### src/rtl/button_debouncer_if.sv
// Raw button levels in, debounced levels and press/release pulses out.
// The debouncer takes the slave view; the stimulus side takes the master view.
interface button_debouncer_if #(
  parameter int N_BTN = 2
);
  logic [N_BTN-1:0] i_btn;
  logic [N_BTN-1:0] o_btn;
  logic [N_BTN-1:0] o_press;
  logic [N_BTN-1:0] o_release;

  modport master (output i_btn, input o_btn, o_press, o_release);
  modport slave  (input i_btn, output o_btn, o_press, o_release);
endinterface

### src/rtl/button_debouncer.sv
// Per-channel 2-flop synchroniser plus 4-state debounce FSM with a stability counter.
// Each channel produces a clean level and single-cycle press/release pulses, all registered.
module button_debouncer #(
  parameter int N_BTN           = 2,
  parameter int DEBOUNCE_CYCLES = 500000
) (
  input  logic              i_clk,
  input  logic              i_rst,
  button_debouncer_if.slave bus
);
  localparam int               CNT_W    = $clog2(DEBOUNCE_CYCLES);
  localparam logic [CNT_W-1:0] CNT_ONE  = CNT_W'(1);
  localparam logic [CNT_W-1:0] CNT_LAST = CNT_W'(DEBOUNCE_CYCLES - 1);

  typedef enum logic [1:0] {
    STABLE_LO = 2'd0,
    WAIT_HI   = 2'd1,
    STABLE_HI = 2'd2,
    WAIT_LO   = 2'd3
  } state_t;

  for (genvar n = 0; n < N_BTN; n++) begin : g_chan
    logic             s1;
    logic             s2;
    state_t           state_q;
    state_t           state_d;
    logic [CNT_W-1:0] cnt_q;
    logic [CNT_W-1:0] cnt_d;
    logic             level_q;
    logic             level_d;
    logic             press_q;
    logic             press_d;
    logic             rel_q;
    logic             rel_d;
    logic             accept;

    // The raw input is asynchronous; only s2 is safe to look at.
    // NOTE: non-blocking assignments make s2 take the old s1, forming two real flops.
    always_ff @(posedge i_clk or posedge i_rst) begin
      if (i_rst) begin
        s1 <= 1'b0;
        s2 <= 1'b0;
      end else begin
        s1 <= bus.i_btn[n];
        s2 <= s1;
      end
    end

    always_ff @(posedge i_clk or posedge i_rst) begin
      if (i_rst) begin
        state_q <= STABLE_LO;
        cnt_q   <= '0;
        level_q <= 1'b0;
        press_q <= 1'b0;
        rel_q   <= 1'b0;
      end else begin
        state_q <= state_d;
        cnt_q   <= cnt_d;
        level_q <= level_d;
        press_q <= press_d;
        rel_q   <= rel_d;
      end
    end

    // Counter saturates at CNT_LAST by leaving WAIT_*, so it never wraps.
    assign accept = (cnt_q == CNT_LAST);

    always_comb begin
      // NOTE: defaults first so every path assigns every output and no latch is inferred.
      state_d = state_q;
      cnt_d   = cnt_q;
      unique case (state_q)
        STABLE_LO: begin
          if (s2) begin
            state_d = WAIT_HI;
            cnt_d   = CNT_ONE;
          end else begin
            cnt_d = '0;
          end
        end
        WAIT_HI: begin
          if (!s2) begin
            state_d = STABLE_LO;
            cnt_d   = '0;
          end else if (accept) begin
            state_d = STABLE_HI;
            cnt_d   = '0;
          end else begin
            cnt_d = cnt_q + CNT_ONE;
          end
        end
        STABLE_HI: begin
          if (!s2) begin
            state_d = WAIT_LO;
            cnt_d   = CNT_ONE;
          end else begin
            cnt_d = '0;
          end
        end
        WAIT_LO: begin
          if (s2) begin
            state_d = STABLE_HI;
            cnt_d   = '0;
          end else if (accept) begin
            state_d = STABLE_LO;
            cnt_d   = '0;
          end else begin
            cnt_d = cnt_q + CNT_ONE;
          end
        end
        default: begin
          state_d = STABLE_LO;
          cnt_d   = '0;
        end
      endcase
    end

    // Pulses are computed from the accepting transition and registered with the level.
    always_comb begin
      level_d = level_q;
      press_d = 1'b0;
      rel_d   = 1'b0;
      if (state_q == WAIT_HI && s2 && accept) begin
        level_d = 1'b1;
        press_d = 1'b1;
      end else if (state_q == WAIT_LO && !s2 && accept) begin
        level_d = 1'b0;
        rel_d   = 1'b1;
      end
    end

    assign bus.o_btn[n]     = level_q;
    assign bus.o_press[n]   = press_q;
    assign bus.o_release[n] = rel_q;
  end
endmodule
### src/flat_wrapper.sv
// flat-port wrapper written by rule: the top's interface ports become plain ports
module button_debouncer_flat 
#(
  parameter int N_BTN           = 2,
  parameter int DEBOUNCE_CYCLES = 500000
)
  (i_clk, i_rst, bus_i_btn, bus_o_btn, bus_o_press, bus_o_release);
  button_debouncer_if #(.N_BTN(N_BTN)) bus_i ();
  input  logic i_clk;
  input  logic i_rst;
  input wire logic [$bits(bus_i.i_btn)-1:0] bus_i_btn;
  output wire logic [$bits(bus_i.o_btn)-1:0] bus_o_btn;
  output wire logic [$bits(bus_i.o_press)-1:0] bus_o_press;
  output wire logic [$bits(bus_i.o_release)-1:0] bus_o_release;
  assign bus_i.i_btn = bus_i_btn;
  assign bus_o_btn = bus_i.o_btn;
  assign bus_o_press = bus_i.o_press;
  assign bus_o_release = bus_i.o_release;
  button_debouncer #(.N_BTN(N_BTN), .DEBOUNCE_CYCLES(DEBOUNCE_CYCLES)) u_core (.i_clk(i_clk), .i_rst(i_rst), .bus(bus_i));
endmodule
### config.mk
export PLATFORM = sky130hd
export DESIGN_NAME = button_debouncer_flat
export DESIGN_NICKNAME = d
export VERILOG_FILES = /design/src/rtl/button_debouncer_if.sv /design/src/rtl/button_debouncer.sv /design/src/flat_wrapper.sv
export SDC_FILE = /design/constraint.sdc
export NUM_CORES = 1
export LEC_CHECK = 0
export ABC_AREA = 1
export BUFFER_PORTS_ARGS = -buffer_cell sky130_fd_sc_hd__buf_2
export CORE_ASPECT_RATIO = 1.2
export CORE_MARGIN = 4
export CORE_UTILIZATION = 50
export CTS_CLUSTER_DIAMETER = 30
export DETAILED_ROUTE_END_ITERATION = 8
export GPL_TIMING_DRIVEN = 0
export MAX_ROUTING_LAYER = met4
export PLACE_DENSITY = 0.77
export SLEW_MARGIN = 20
export SYNTH_ARGS = -nofsm -noshare
export SYNTH_HDL_FRONTEND = slang
export SYNTH_SLANG_ARGS = --single-unit
### constraint.sdc
create_clock -name i_clk -period 2.7 [get_ports i_clk]
set_input_delay 0.135 -clock i_clk [delete_from_list [all_inputs] [get_ports i_clk]]
set_output_delay 0.135 -clock i_clk [all_outputs]
set_load 0.01 [all_outputs]
Word-level counts from Yosys, hierarchy flattened
Index checks and enable logic that the tools add are counted.
{ "totals": {"register_bits": 52, "in_bits": 4, "rom_bits": 0, "mem_bits_rw": 0, "out_inout_bits": 6, "memories": 0, "latch_bits": 0, "wordCells": 84} }
{ "op_classes": {"shifts": 0, "mul": 0, "add_sub_neg": 2, "reduce_logical": 16, "div_mod_pow": 0, "muxes": 36, "bitwise": 0, "magnitude_cmp": 0, "n_eq_ne": 16} }
{ "ops": {"columns": ["op", "n"], "rows": [
  ["case mux 19 bit (4 select lines)", 2],
  ["two-way mux 19 bit", 6],
  ["adder 19 x 1 -> 19 bit (second input constant)", 2],
  ["equality test 19 bit (second input constant)", 2],
  ["two-way mux 2 bit", 12],
  ["case mux 2 bit (4 select lines)", 2],
  ["two-way mux 1 bit", 14],
  ["equality test 2 bit (second input constant)", 4],
  ["logical AND 1 bit", 8],
  ["AND reduction 4 bit", 2],
  ["!= test 3 x 1 -> 1 bit (second input constant)", 2],
  ["!= test 3 bit (second input constant)", 2],
  ["equality test 2 x 1 -> 1 bit (second input constant)", 2],
  ["logical NOT 2 bit", 2],
  ["!= test 2 x 1 -> 1 bit (second input constant)", 2],
  ["!= test 2 bit (second input constant)", 2],
  ["nonzero test 2 bit", 2],
  ["logical NOT 1 bit", 2]
]} }

Depth between registers and ports, before layout
Gate-level depths: netlist of run 1.
{ "depth": {"ltp_word": 5, "depth_mapped": 9, "mapped_depth_nobuf": 9} }

Worst setup path before layout of run 1
Ideal clock, no wire load.
{ "synth_timing": {"kind": "register -> register", "start": "register u_core.g_chan[1].cnt_q[0]", "end": "register u_core.g_chan[1].cnt_q[12]", "setup_ns": 0.121, "n_path_buf": 1, "synth_period_minus_slack_ns": 1.459, "t_required_ns": 2.579, "setup_slack_ns": 1.241, "path_stages_with_launch": 10, "t_arrival_ns": 1.338, "cell_sequence": "dfrtp_1 ha_1 nand3_4 inv_2 nand2_2 nor2_4 nand2_2 nand2_4 buf_12 nor2_1"} }
{ "synth_via": {"elab_chain_len": 4, "word_cells_on_any_way": 6, "cone_classes": "add/sub: 1; eq/ne: 1; mux: 4"} }
{ "synth_rtl": {"columns": ["element", "line", "rtl"], "rows": [
  ["start: declaration", "button_debouncer.sv:27", "logic [CNT_W-1:0] cnt_q;"],
  ["start signal: assignment", "button_debouncer.sv:58", "cnt_q <= cnt_d;"],
  ["adder 19 x 1 -> 19 bit or equality test 19 bit (tied branches)", "button_debouncer.sv:89, button_debouncer.sv:108, button_debouncer.sv:66", null],
  ["two-way mux 19 bit (*)", "button_debouncer.sv:85, button_debouncer.sv:104", null],
  ["two-way mux 19 bit (on tied branches)", "button_debouncer.sv:101, button_debouncer.sv:82", null],
  ["case mux 19 bit (4 select lines) (*)", "button_debouncer.sv:72", "unique case (state_q)"],
  ["net u_core.g_chan[1].cnt_d[12]", "button_debouncer.sv:28", "logic [CNT_W-1:0] cnt_d;"]
]} }
The timed path passes the listed nets; every way through them passes the cells marked *.
A chain may end at the register's enable or synchronous reset.

Worst setup path after layout of run 1
{ "layout_timing": {"start": "register u_core.g_chan[0].cnt_q[0]", "end": "register u_core.g_chan[0].cnt_q[10]"} }
{ "layout_via": {"elab_chain_len": 4, "word_cells_on_any_way": 6, "cone_classes": "add/sub: 1; eq/ne: 1; mux: 4"} }
{ "layout_rtl": {"columns": ["element", "line"], "rows": [
  ["start: declaration", "button_debouncer.sv:27"],
  ["start signal: assignment", "button_debouncer.sv:58"],
  ["adder 19 x 1 -> 19 bit or equality test 19 bit (tied branches)", "button_debouncer.sv:89, button_debouncer.sv:108, button_debouncer.sv:66"],
  ["two-way mux 19 bit (*)", "button_debouncer.sv:85, button_debouncer.sv:104"],
  ["two-way mux 19 bit (on tied branches)", "button_debouncer.sv:101, button_debouncer.sv:82"],
  ["case mux 19 bit (4 select lines) (*)", "button_debouncer.sv:72"],
  ["net u_core.g_chan[0].cnt_d[10]", "button_debouncer.sv:28"]
]} }
Marked as above.

==> impl_metrics.ini, run 1 <==
[detailed_routing]
avgRoutedWirePerCell_um = 11.6
route.detailed.vias_per_inst = 4.99
initialDrtViolationCount = 112
drc_violations_left = 0
routed_via_count = 2306
totalWireLength_um = 5340
route.antenna.remaining_nets = 0
drt_pre_antenna_iters = 4

[worst_setup_path]
cells_traversed_along_the_worst_timing_path = ha_1 > nand2_1 > nor2_2 > inv_1 > nor2_1 > nand3_4 > nand2_4 > nor2_1
crit_slowest_cell = sky130_fd_sc_hd__dfrtp_1
cpLargestDelayFamily = simple AND/OR/NAND/NOR gates
critPathMostFrequentCell = sky130_fd_sc_hd__nor2_1
crit_fanout = 10
endpoint_kind = flop
start_kind = flop
cp.required_ns = 2.91
worst-setup-path-type = flop to flop
arrival_time_at_the_worst_endpoint_ns = 1.87
critPathBufInv = 1
critPathMaxStageDelay_ns = 0.41

[power]
finalPower_mw = 1.50
combinational_fraction_of_design_power_pct = 3.9
max_ir_drop_vdd_uv = 368
pwr-share-seq_pct = 52.9
internal_power_mw = 1.18
power.density_cell_area_nw_per_um2 = 475
netSwitchingFraction_pct = 21.5
share_clk_of_total_power_pct = 43.2
leakage_power_nw = 1.41
p_sw_uw = 323

[floorplanning]
chipHeight_um = 90.7
core_region_area_um2 = 5410
boundaryPins = 10
initial_utilization_pct = 52.8
number_of_core_rows = 29
die_width_um = 77.0
dieArea_um2 = 6980

[place]
placement.io_buffers = 9
place_area_um2 = 3000
gp_congestion = 0.935
hpwl_um = 3980

[synthesis]
postSynthRegisterBits = 52
synthesis.area_um2 = 2850
synth_fp_nets = 385
post_synth_inst_count = 379
synth_seq_area_share_pct = 45.6
netlist-cell-type-count = 23
synthesis.area_per_instance_um2 = 7.53
synth_warnings = 0

[grt]
antenna_violations_before_repair = 0
grt_start_max_net_pins = 35
grtUsageTotal_pct = 16.9
grt_overflow = 0
first_global_vias = 2195
grt_pass1_wl_um = 9360

[timing]
slew_violations = 0
layout_worst_path_cycle_share_pct = 61.5
timing_worst_slew_pin_value_ns = 0.499
period_minus_slack_ns = 1.66
hold-worst-slack_ns = 0.345
timing.slew.headroom_pct = 66.7
final_hold_viol_count = 0
tns_ns = 0
grt_setup_unrepaired = no
final_number_of_setup_violating_endpoints = 0
finClkSkew_ns = 0.00843
fmax_mhz = 603

[clocking]
clk_transition_reported_paths_ns = 0.10
clockBufferDepth = 2
htreeDepth = 2
clock_latency_on_the_worst_skew_pair_ns = 0.31
tritoncts_clock_tree = yes
cts_inserted_buffers = 5
cts.sinks = 52
root_buffer = sky130_fd_sc_hd__clkbuf_8

[run_status]
outcome = finished, final reports clean

[run]
max_cap_violations = 0

[cells_and_area]
filler_cell_count = 470
antennaDiodeCount = 0
finalInstanceArea_um2 = 3160
area.growth.synth_to_final_pct = 10.9
layout-drive-gt1-share_pct = 11.8
net_count_final = 405

[worst_hold_path]
hold_path.class = input pin to async pin
sequential cells by signal, indices dropped and copies added, names as in the netlist, named ones only:
signal / cells
u_core.g_chan.s1: 2
u_core.g_chan.s2: 2
u_core.g_chan.level_q: 2
u_core.g_chan.press_q: 2
u_core.g_chan.rel_q: 2
u_core.g_chan.cnt_q: 38
u_core.g_chan.state_q: 2
tightest hold or removal path, cell delays in order:
cell and delay (ns):
sky130_fd_sc_hd__dlygate4sd3_1 0.53, sky130_fd_sc_hd__buf_2 0.12, sky130_fd_sc_hd__inv_2 0.31
area by class of cell:
class | count | area, µm² | area share, %
Tap cell | 62 | 77.6 | 2.45
Inverter | 53 | 199 | 6.29
Timing Repair Buffer | 13 | 95.1 | 3.01
Multi-Input combinational cell | 267 | 1290 | 40.7
Clock inverter | 3 | 68.8 | 2.18
Buffer | 7 | 65.1 | 2.06
Clock buffer | 5 | 68.8 | 2.18
Sequential cell | 52 | 1300 | 41.1
power groups by stage:
stage / registers, mW / clock network [mW] / logic (mW)
2_1_floorplan: 0.808 / 0 / 0.0412
3_3_place_gp: 0.809 / 0 / 0.0527
3_5_place_dp: 0.810 / 0 / 0.0577
4_1_cts: 0.795 / 0.655 / 0.0609
5_1_grt: 0.796 / 0.693 / 0.0683
6_report: 0.795 / 0.650 / 0.0588
final timing paths:
kind | start | to | slack, ns | cells past startpoint
worst max-delay path | u_core.g_chan[0].cnt_q[0] | u_core.g_chan[0].cnt_q[10] | 1.04 | 8
worst min-delay path | i_rst | u_core.g_chan[0].cnt_q[5] | 0.35 | 3
worst max register to register | u_core.g_chan[0].cnt_q[0] | u_core.g_chan[0].cnt_q[10] | 1.04 | 8
worst min register to register | u_core.g_chan[1].s1 | u_core.g_chan[1].s2 | 0.36 | 0
max in group asynchronous | i_rst | u_core.g_chan[1].cnt_q[16] | 1.84 | 4
min in group i_clk | u_core.g_chan[1].s1 | u_core.g_chan[1].s2 | 0.36 | 0
cell usage in the layout (no fill, tap or decap), drive strengths merged:
cell type     n
nand3b        1
dfrtp        52
ha            2
bufinv        2
nand3        29
buf          17
o21bai        2
nor2         98
nand2        90
nor3         10
nand4        10
dlygate4sd3   3
a21oi         4
xor2         10
o21ai         7
xnor2         4
inv          54
clkbuf        5
logic make-up after synthesis:
logic type	after synthesis	share of synthesized area (%)
XOR/XNOR	14	4.30
adder cells (fa/ha/maj)	2	0.877
AND/OR/NAND/NOR	238	37.5
flip-flops	52	45.6
buffers and inverters	60	9.25
AO/OA/AOI/OAI	13	2.46
metal layers:
layer	part of all wire (%)	vias to the layer above	GRT usage (%)
met5	0	-	-
met4	1.2	0	4.68
met3	3.0	7	3.79
met2	51	44	30.4
met1	45	1053	18.5
li1	-	1202	-
timing repair:
action                                 4_1_cts  5_1_grt
buffers inserted                             0        0
endpoints found under the hold margin       20        0
gates resized for setup                      0        0
hold buffers                                 3        0
through the flow:
| step | cells | utilization, % | worst slack, ns |
|---|---|---|---|
| 2_1_floorplan | 379 | - | 1.24 |
| 3_3_place_gp | 450 | 55.0 | 0.648 |
| 3_5_place_dp | 451 | 55.4 | 1.02 |
| 4_1_cts | 462 | 58.5 | 1.02 |
| 5_1_grt | 462 | 58.5 | 0.912 |
| 6_report | 462 | 58.5 | 1.04 |
cell usage after synthesis, drive strengths merged:
library cell	n	share of area [%]
nand3b	1	0.26
nand2	90	13
nor3	10	2.1
xnor2	4	1.2
o21ai	7	1.2
ha	2	0.88
buf	7	2.3
inv	53	7.0
dfrtp	52	46
nor2	98	14
o21bai	2	0.53
nand3	29	6.0
nand4	10	2.2
a21oi	4	0.70
xor2	10	3.1
Note: power is estimated with default switching activity, not from simulation.
==> inputs of run 2 (changes only) <==
ABC_AREA = 0   (was 1)
PLACE_DENSITY = 0.79   (was 0.77)
clock period = 1.5 ns   (was 2.7 ns; I/O delays follow)
==> run 2 against run 1 <==
- the flow now finishes with violations (setup timing)
- setup slack worse by 1.4 ns
- critical path depth is 4 lower
- global-route usage is 4.1 points higher
- combinational power grew to 2.7 times the previous value
- sequential cell count stayed put
- synthesized cell count is 33% lower
- die area is 10% lower
- fmax is 9.1% lower
- first-iteration DRC count is 15% higher
==> impl_metrics.ini, run 2 <==
[run_status]
outcome = complete, but fails checks
failed_checks = setup timing

[worst_setup_path]
crit_fanout = 6
reg2reg_setup_slack_ns = -0.33
critPathMaxStageDelay_ns = 0.54
worst_r2r_startpoint = u_core.g_chan[0].cnt_q[10]
cells_traversed_along_the_worst_timing_path = nand4_4 > or4_4 > or4_4 > a21oi_2
critPathMostFrequentCell = sky130_fd_sc_hd__or4_4
endpoint_kind = flop
worst_r2r_path_depth = 4
start_kind = flop
cp.required_ns = 1.74
arrival_time_at_the_worst_endpoint_ns = 2.07
critical_path.reg2reg.endpoint = u_core.g_chan[0].cnt_q[18]
worst-setup-path-type = flop to flop
crit_slowest_cell = sky130_fd_sc_hd__or4_4

[synthesis]
asr_flop_ratio_synth_pct = 100
postSynthRegisterBits = 52
post_synth_inst_count = 253
synth_warnings = 0
post-synth-top-area-cell = sky130_fd_sc_hd__dfrtp_1
synth.top_cells.by_area = sky130_fd_sc_hd__dfrtp_1 (51%), sky130_fd_sc_hd__xnor2_1 (6.9%), sky130_fd_sc_hd__nor2_1 (5.6%), sky130_fd_sc_hd__nor4_1 (3.7%), sky130_fd_sc_hd__xor2_1 (3.5%)
synthDominantCellAreaShare_pct = 51.4
synth_fp_nets = 259
synth_flop_cell = sky130_fd_sc_hd__dfrtp_1
synthesis.area_um2 = 2530
netlist-cell-type-count = 40
synth_enable_flop_cells = 0
synthTopCellsByCount = sky130_fd_sc_hd__dfrtp_1 (52), sky130_fd_sc_hd__nor2_1 (38), sky130_fd_sc_hd__xnor2_1 (20)
synth_seq_area_share_pct = 51.4
yosys.cell_count.top_type = sky130_fd_sc_hd__dfrtp_1
synthesis.area_per_instance_um2 = 10.0

[cells_and_area]
layout-drive-gt1-share_pct = 42.4
utilization_pct = 71.7
area.growth.synth_to_final_pct = 39.0
largest_register_ffs = 38
finalInstanceArea_um2 = 3520
layout_common_cells = sky130_fd_sc_hd__dfrtp_1 (48), sky130_fd_sc_hd__buf_4 (39), sky130_fd_sc_hd__nor2_2 (23)
layout.cells.most_common = sky130_fd_sc_hd__dfrtp_1
max_flop_register = u_core.g_chan.cnt_q
antennaDiodeCount = 0
net_count_final = 319
final_cells = 374

[detailed_routing]
route.detailed.vias_per_inst = 5.76
initialDrtViolationCount = 129
drc_violations_left = 0
totalWireLength_um = 6290
avgRoutedWirePerCell_um = 16.8
route.antenna.remaining_nets = 0
routed_via_count = 2155
drt_pre_antenna_iters = 4

[floorplanning]
number_of_core_rows = 28
boundaryPins = 10
core_region_area_um2 = 4900
chipHeight_um = 85.9
die_width_um = 72.9
initial_utilization_pct = 51.6
dieArea_um2 = 6270

[grt]
grt.met2_usage_pct = 37.3
grt_overflow = 0
grt_pass1_wl_um = 9990
global_route.peak_usage_layer = met2
antenna_violations_before_repair = 0
groute.layer.met3.usage_pct = 3.63
grt_util_met1_pct = 22.8
grtUsageTotal_pct = 21.0
grt_start_max_net_pins = 31
first_global_vias = 2213

[timing]
layout_worst_path_cycle_share_pct = 122
period_minus_slack_ns = 1.83
slew_violations = 0
grt_setup_unrepaired = yes
timing_worst_slew_pin_value_ns = 0.526
timing.final.ws_setup_ns = -0.326
hold-worst-slack_ns = 0.342
tns_ns = -9.46
final_number_of_setup_violating_endpoints = 43
fmax_mhz = 548
final_hold_viol_count = 0
timing.slew.headroom_pct = 64.9
finClkSkew_ns = 0.0127

[place]
pre_cts_ws_ns = -0.459
hpwl_um = 3260
place_area_um2 = 2730
place.detailed.instances = 323
placement.io_buffers = 9
gp_congestion = 0.857

[worst_hold_path]
hold_path.class = input pin to async pin

[clocking]
tritoncts_clock_tree = yes
htreeDepth = 2
cts_inserted_buffers = 5
root_buffer = sky130_fd_sc_hd__clkbuf_8
cts.sinks = 52
clock_latency_on_the_worst_skew_pair_ns = 0.31
clockBufferDepth = 2
clk_transition_reported_paths_ns = 0.10

[power]
finalPower_mw = 2.91
max_ir_drop_vdd_uv = 580
leakage_power_nw = 1.41
power.density_cell_area_nw_per_um2 = 827

[run]
max_cap_violations = 0
-- run 2: changes by cell type in the layout (fill, tap and decap cells not counted), moves of 5 or more --
cell / delta
sky130_fd_sc_hd__nand2_1: -75
sky130_fd_sc_hd__nor2_1: -72
sky130_fd_sc_hd__inv_1: -41
sky130_fd_sc_hd__buf_4: +33
sky130_fd_sc_hd__xnor2_1: +16
sky130_fd_sc_hd__nand3_1: -13
sky130_fd_sc_hd__nor2_2: +12
sky130_fd_sc_hd__nor4_1: +11
sky130_fd_sc_hd__buf_6: +8
sky130_fd_sc_hd__a21oi_2: +5
sky130_fd_sc_hd__o21ai_0: -5
-- run 2: worst max-delay path: cells and delay by family (launching register included) --
kind | cells | cell delay, ns
and+or+nand+nor | 3 | 1.21
DFF | 1 | 0.43
AOI/OAI and AO/OA | 1 | 0.13
-- run 2: worst max-delay path by stage --
stage / startpoint / end / slack (ns) / cells after the start
floorplan: u_core.g_chan[0].cnt_q[0] / u_core.g_chan[0].cnt_q[18] / -0.27 / 5
global route: u_core.g_chan[1].cnt_q[13] / u_core.g_chan[1].cnt_q[7] / -0.40 / 6
finish: u_core.g_chan[0].cnt_q[10] / u_core.g_chan[0].cnt_q[18] / -0.33 / 4
detailed placement: u_core.g_chan[1].cnt_q[7] / u_core.g_chan[1].cnt_q[15] / -0.46 / 5
global placement: i_rst / u_core.g_chan[1].level_q / -0.47 / 2
CTS: u_core.g_chan[0].cnt_q[4] / u_core.g_chan[0].cnt_q[18] / -0.29 / 4
-- run 2: cells by family after synthesis --
kind of cell	after synthesis	synth area share (%)
AO/OA/AOI/OAI	21	5.49
flip-flops	52	51.4
XOR/XNOR	30	10.4
buffers and inverters	22	4.30
adder cells (fa/ha/maj)	2	0.989
multiplexers	3	1.29
AND/OR/NAND/NOR	123	26.1
-- run 2: power breakdown --
group          leakage [nW]  internal (mW)  total, mW  switching, mW
Clock                0.0784          0.834       1.32          0.481
Sequential            0.702           1.42       1.43         0.0175
Combinational         0.631         0.0695      0.159         0.0895
-- run 2: timing repair --
item / CTS / global route
setup buffers: 32 / 6
gates resized for setup: 34 / 48
gates cloned: 2 / 0
endpoints found under the hold margin: 24 / 0
setup endpoints to repair: 44 / 45
hold buffers: 3 / 0
pin swaps: 18 / 11
-- run 2: cell type report --
cell class | count | area, µm²
repair buffers | 53 | 429
flip-flops and latches | 52 | 1310
plain buffers | 11 | 86.3
fillers | 339 | 1390
inverters | 11 | 41.3
multi-input cells | 179 | 1420
clock inverters | 3 | 90.1
clock buffers | 5 | 68.8
well taps | 60 | 75.1
-- run 2: per-layer routing --
layer  vias to the layer above  routed length (µm)
li1                       1017                   -
met1                      1073                2440
met2                        48                3480
met3                        17                 214
met4                         0                 148
met5                         -                   0
==> inputs of run 3 (changes only) <==
TNS_END_PERCENT = 50   (was unset)
==> run 3 against run 2 <==
- the run still ends with setup timing left
- setup slack gained 0.035 ns
- utilization shrank 3.4 points
- critical path depth is the same
- sequential cell count is the same
- non-clock buffer count shrank 5
- cell count shrank 1.3%
- highest routed layer unchanged
==> impl_metrics.ini, run 3 (synthesized netlist as in run 2, its figures left out) <==
[run_status]
outcome = complete, but fails checks
failed_checks = setup timing

[worst_setup_path]
cells_traversed_along_the_worst_timing_path = or4b_4 > nor4_2 > and4_4 > mux2_4
endpoint_kind = flop
critPathBufInv = 0
arrival_time_at_the_worst_endpoint_ns = 1.99
cpLargestDelayFamily = simple AND/OR/NAND/NOR gates
crit_fanout = 2
cp.required_ns = 1.70
start_kind = flop
worst-setup-path-type = flop to flop
crit_slowest_cell = sky130_fd_sc_hd__or4b_4
critPathMaxStageDelay_ns = 0.57

[floorplanning]
dieArea_um2 = 6270
number_of_core_rows = 28
boundaryPins = 10
die_width_um = 72.9
chipHeight_um = 85.9
initial_utilization_pct = 51.6
core_region_area_um2 = 4900

[cells_and_area]
area.growth.synth_to_final_pct = 32.3
filler_cell_count = 358
layout_common_cells = sky130_fd_sc_hd__dfrtp_1 (46), sky130_fd_sc_hd__buf_4 (36), sky130_fd_sc_hd__nor2_1 (34)
antennaDiodeCount = 0
largest_register_ffs = 38
finalInstanceArea_um2 = 3350
layout.cells.most_common = sky130_fd_sc_hd__dfrtp_1
layout-drive-gt1-share_pct = 35.3
net_count_final = 314
max_flop_register = u_core.g_chan.cnt_q

[run]
max_cap_violations = 0

[detailed_routing]
drc_violations_left = 0
drt_pre_antenna_iters = 5
routed_via_count = 2135
avgRoutedWirePerCell_um = 16.4
route.antenna.remaining_nets = 0
route.detailed.vias_per_inst = 5.79
initialDrtViolationCount = 113
totalWireLength_um = 6070

[timing]
finClkSkew_ns = 0.00626
final_number_of_setup_violating_endpoints = 41
timing_worst_slew_pin_value_ns = 0.412
layout_worst_path_cycle_share_pct = 119
period_minus_slack_ns = 1.79
final_hold_viol_count = 0
fmax_mhz = 558
tns_ns = -7.15
timing.final.ws_setup_ns = -0.291
hold-worst-slack_ns = 0.292
timing.slew.headroom_pct = 72.3
grt_setup_unrepaired = yes
slew_violations = 0

[clocking]
clockBufferDepth = 2
root_buffer = sky130_fd_sc_hd__clkbuf_8
htreeDepth = 2
clock_latency_on_the_worst_skew_pair_ns = 0.31
tritoncts_clock_tree = yes
clk_transition_reported_paths_ns = 0.10
cts_inserted_buffers = 5
cts.sinks = 52

[place]
pre_cts_ws_ns = -0.499
gp_congestion = 0.857
hpwl_um = 3320
placement.io_buffers = 9
place_area_um2 = 2730

[power]
power.density_cell_area_nw_per_um2 = 757
leakage_power_nw = 1.34
max_ir_drop_vdd_uv = 811

[grt]
grt_overflow = 0
grtUsageTotal_pct = 21.1
antenna_violations_before_repair = 0
grt_start_max_net_pins = 36
first_global_vias = 2253
grt_pass1_wl_um = 10100

[worst_hold_path]
hold_path.class = input pin to async pin
run 3: cell count changes in the layout (fill, tap and decap cells not counted), moves of 2 or more:
cell / previous run / this run
sky130_fd_sc_hd__nor2_1: 13 / 34
sky130_fd_sc_hd__nor2_2: 23 / 4
sky130_fd_sc_hd__buf_8: 2 / 0
sky130_fd_sc_hd__buf_6: 8 / 5
sky130_fd_sc_hd__nor4_2: 1 / 3
sky130_fd_sc_hd__bufinv_16: 3 / 1
sky130_fd_sc_hd__nor2_4: 2 / 0
sky130_fd_sc_hd__buf_4: 39 / 36
sky130_fd_sc_hd__dfrtp_1: 48 / 46
sky130_fd_sc_hd__clkbuf_8: 5 / 8
sky130_fd_sc_hd__dfrtp_2: 4 / 6
run 3: layout make-up:
type	instances	area [µm²]	share of cell area, %
plain buffers	11	91.3	2.73
clock buffers	5	68.8	2.06
clock inverters	3	42.5	1.27
inverters	11	41.3	1.23
multi-input cells	179	1340	40.0
flip-flops and latches	52	1310	39.1
well taps	60	75.1	2.24
repair buffers	48	379	11.3
run 3: worst paths after layout:
path                                                 from                        end  slack, ns  cells past startpoint
max in group asynchronous                           i_rst  u_core.g_chan[1].cnt_q[2]       0.67                      4
worst min-delay path                                i_rst        u_core.g_chan[0].s2       0.29                      3
worst max-delay path            u_core.g_chan[1].cnt_q[7]                       flop      -0.29                      4
worst max register to register  u_core.g_chan[1].cnt_q[7]                       flop      -0.29                      4
min in group i_clk                    u_core.g_chan[0].s1        u_core.g_chan[0].s2       0.35                      0
worst min register to register        u_core.g_chan[0].s1        u_core.g_chan[0].s2       0.35                      0
run 3: repair_timing:
item	4_1_cts	5_1_grt
endpoints found under the setup margin	44	44
endpoints found under the hold margin	19	0
resized for setup	35	20
buffers inserted	29	4
pin swaps	17	7
gates cloned	2	0
hold buffers	3	0
run 3: layer usage:
| metal | vias to the layer above | part of all wire (%) | routed length (µm) | GRT usage [%] |
|---|---|---|---|---|
| li1 | 1002 | - | - | - |
| met1 | 1059 | 39 | 2350 | 22.5 |
| met2 | 55 | 55 | 3310 | 35.7 |
| met3 | 19 | 3.7 | 222 | 4.69 |
| met4 | 0 | 3.0 | 184 | 11.9 |
| met5 | - | 0 | 0 | - |
run 3: power breakdown:
| part | internal (mW) | switching (mW) | leakage [nW] |
|---|---|---|---|
| clock network | 0.494 | 0.465 | 0.0541 |
| logic | 0.0636 | 0.0797 | 0.590 |
| registers | 1.42 | 0.0170 | 0.698 |
run 3: worst register-to-register path, cell delays in order, from the launching register on:
cell and delay [ns]:
sky130_fd_sc_hd__dfrtp_1 0.40, sky130_fd_sc_hd__or4b_4 0.57, sky130_fd_sc_hd__nor4_2 0.16, sky130_fd_sc_hd__and4_4 0.27, sky130_fd_sc_hd__mux2_4 0.29
run 3: per-stage QoR:
step           utilization, %  total power [mW]  std cells
2_1_floorplan               -              1.52        253
3_3_place_gp             55.3              1.54        322
3_5_place_dp             55.7              1.55        323
4_1_cts                  66.0              2.56        365
5_1_grt                  68.2              2.66        369
6_report                 68.2              2.53        369
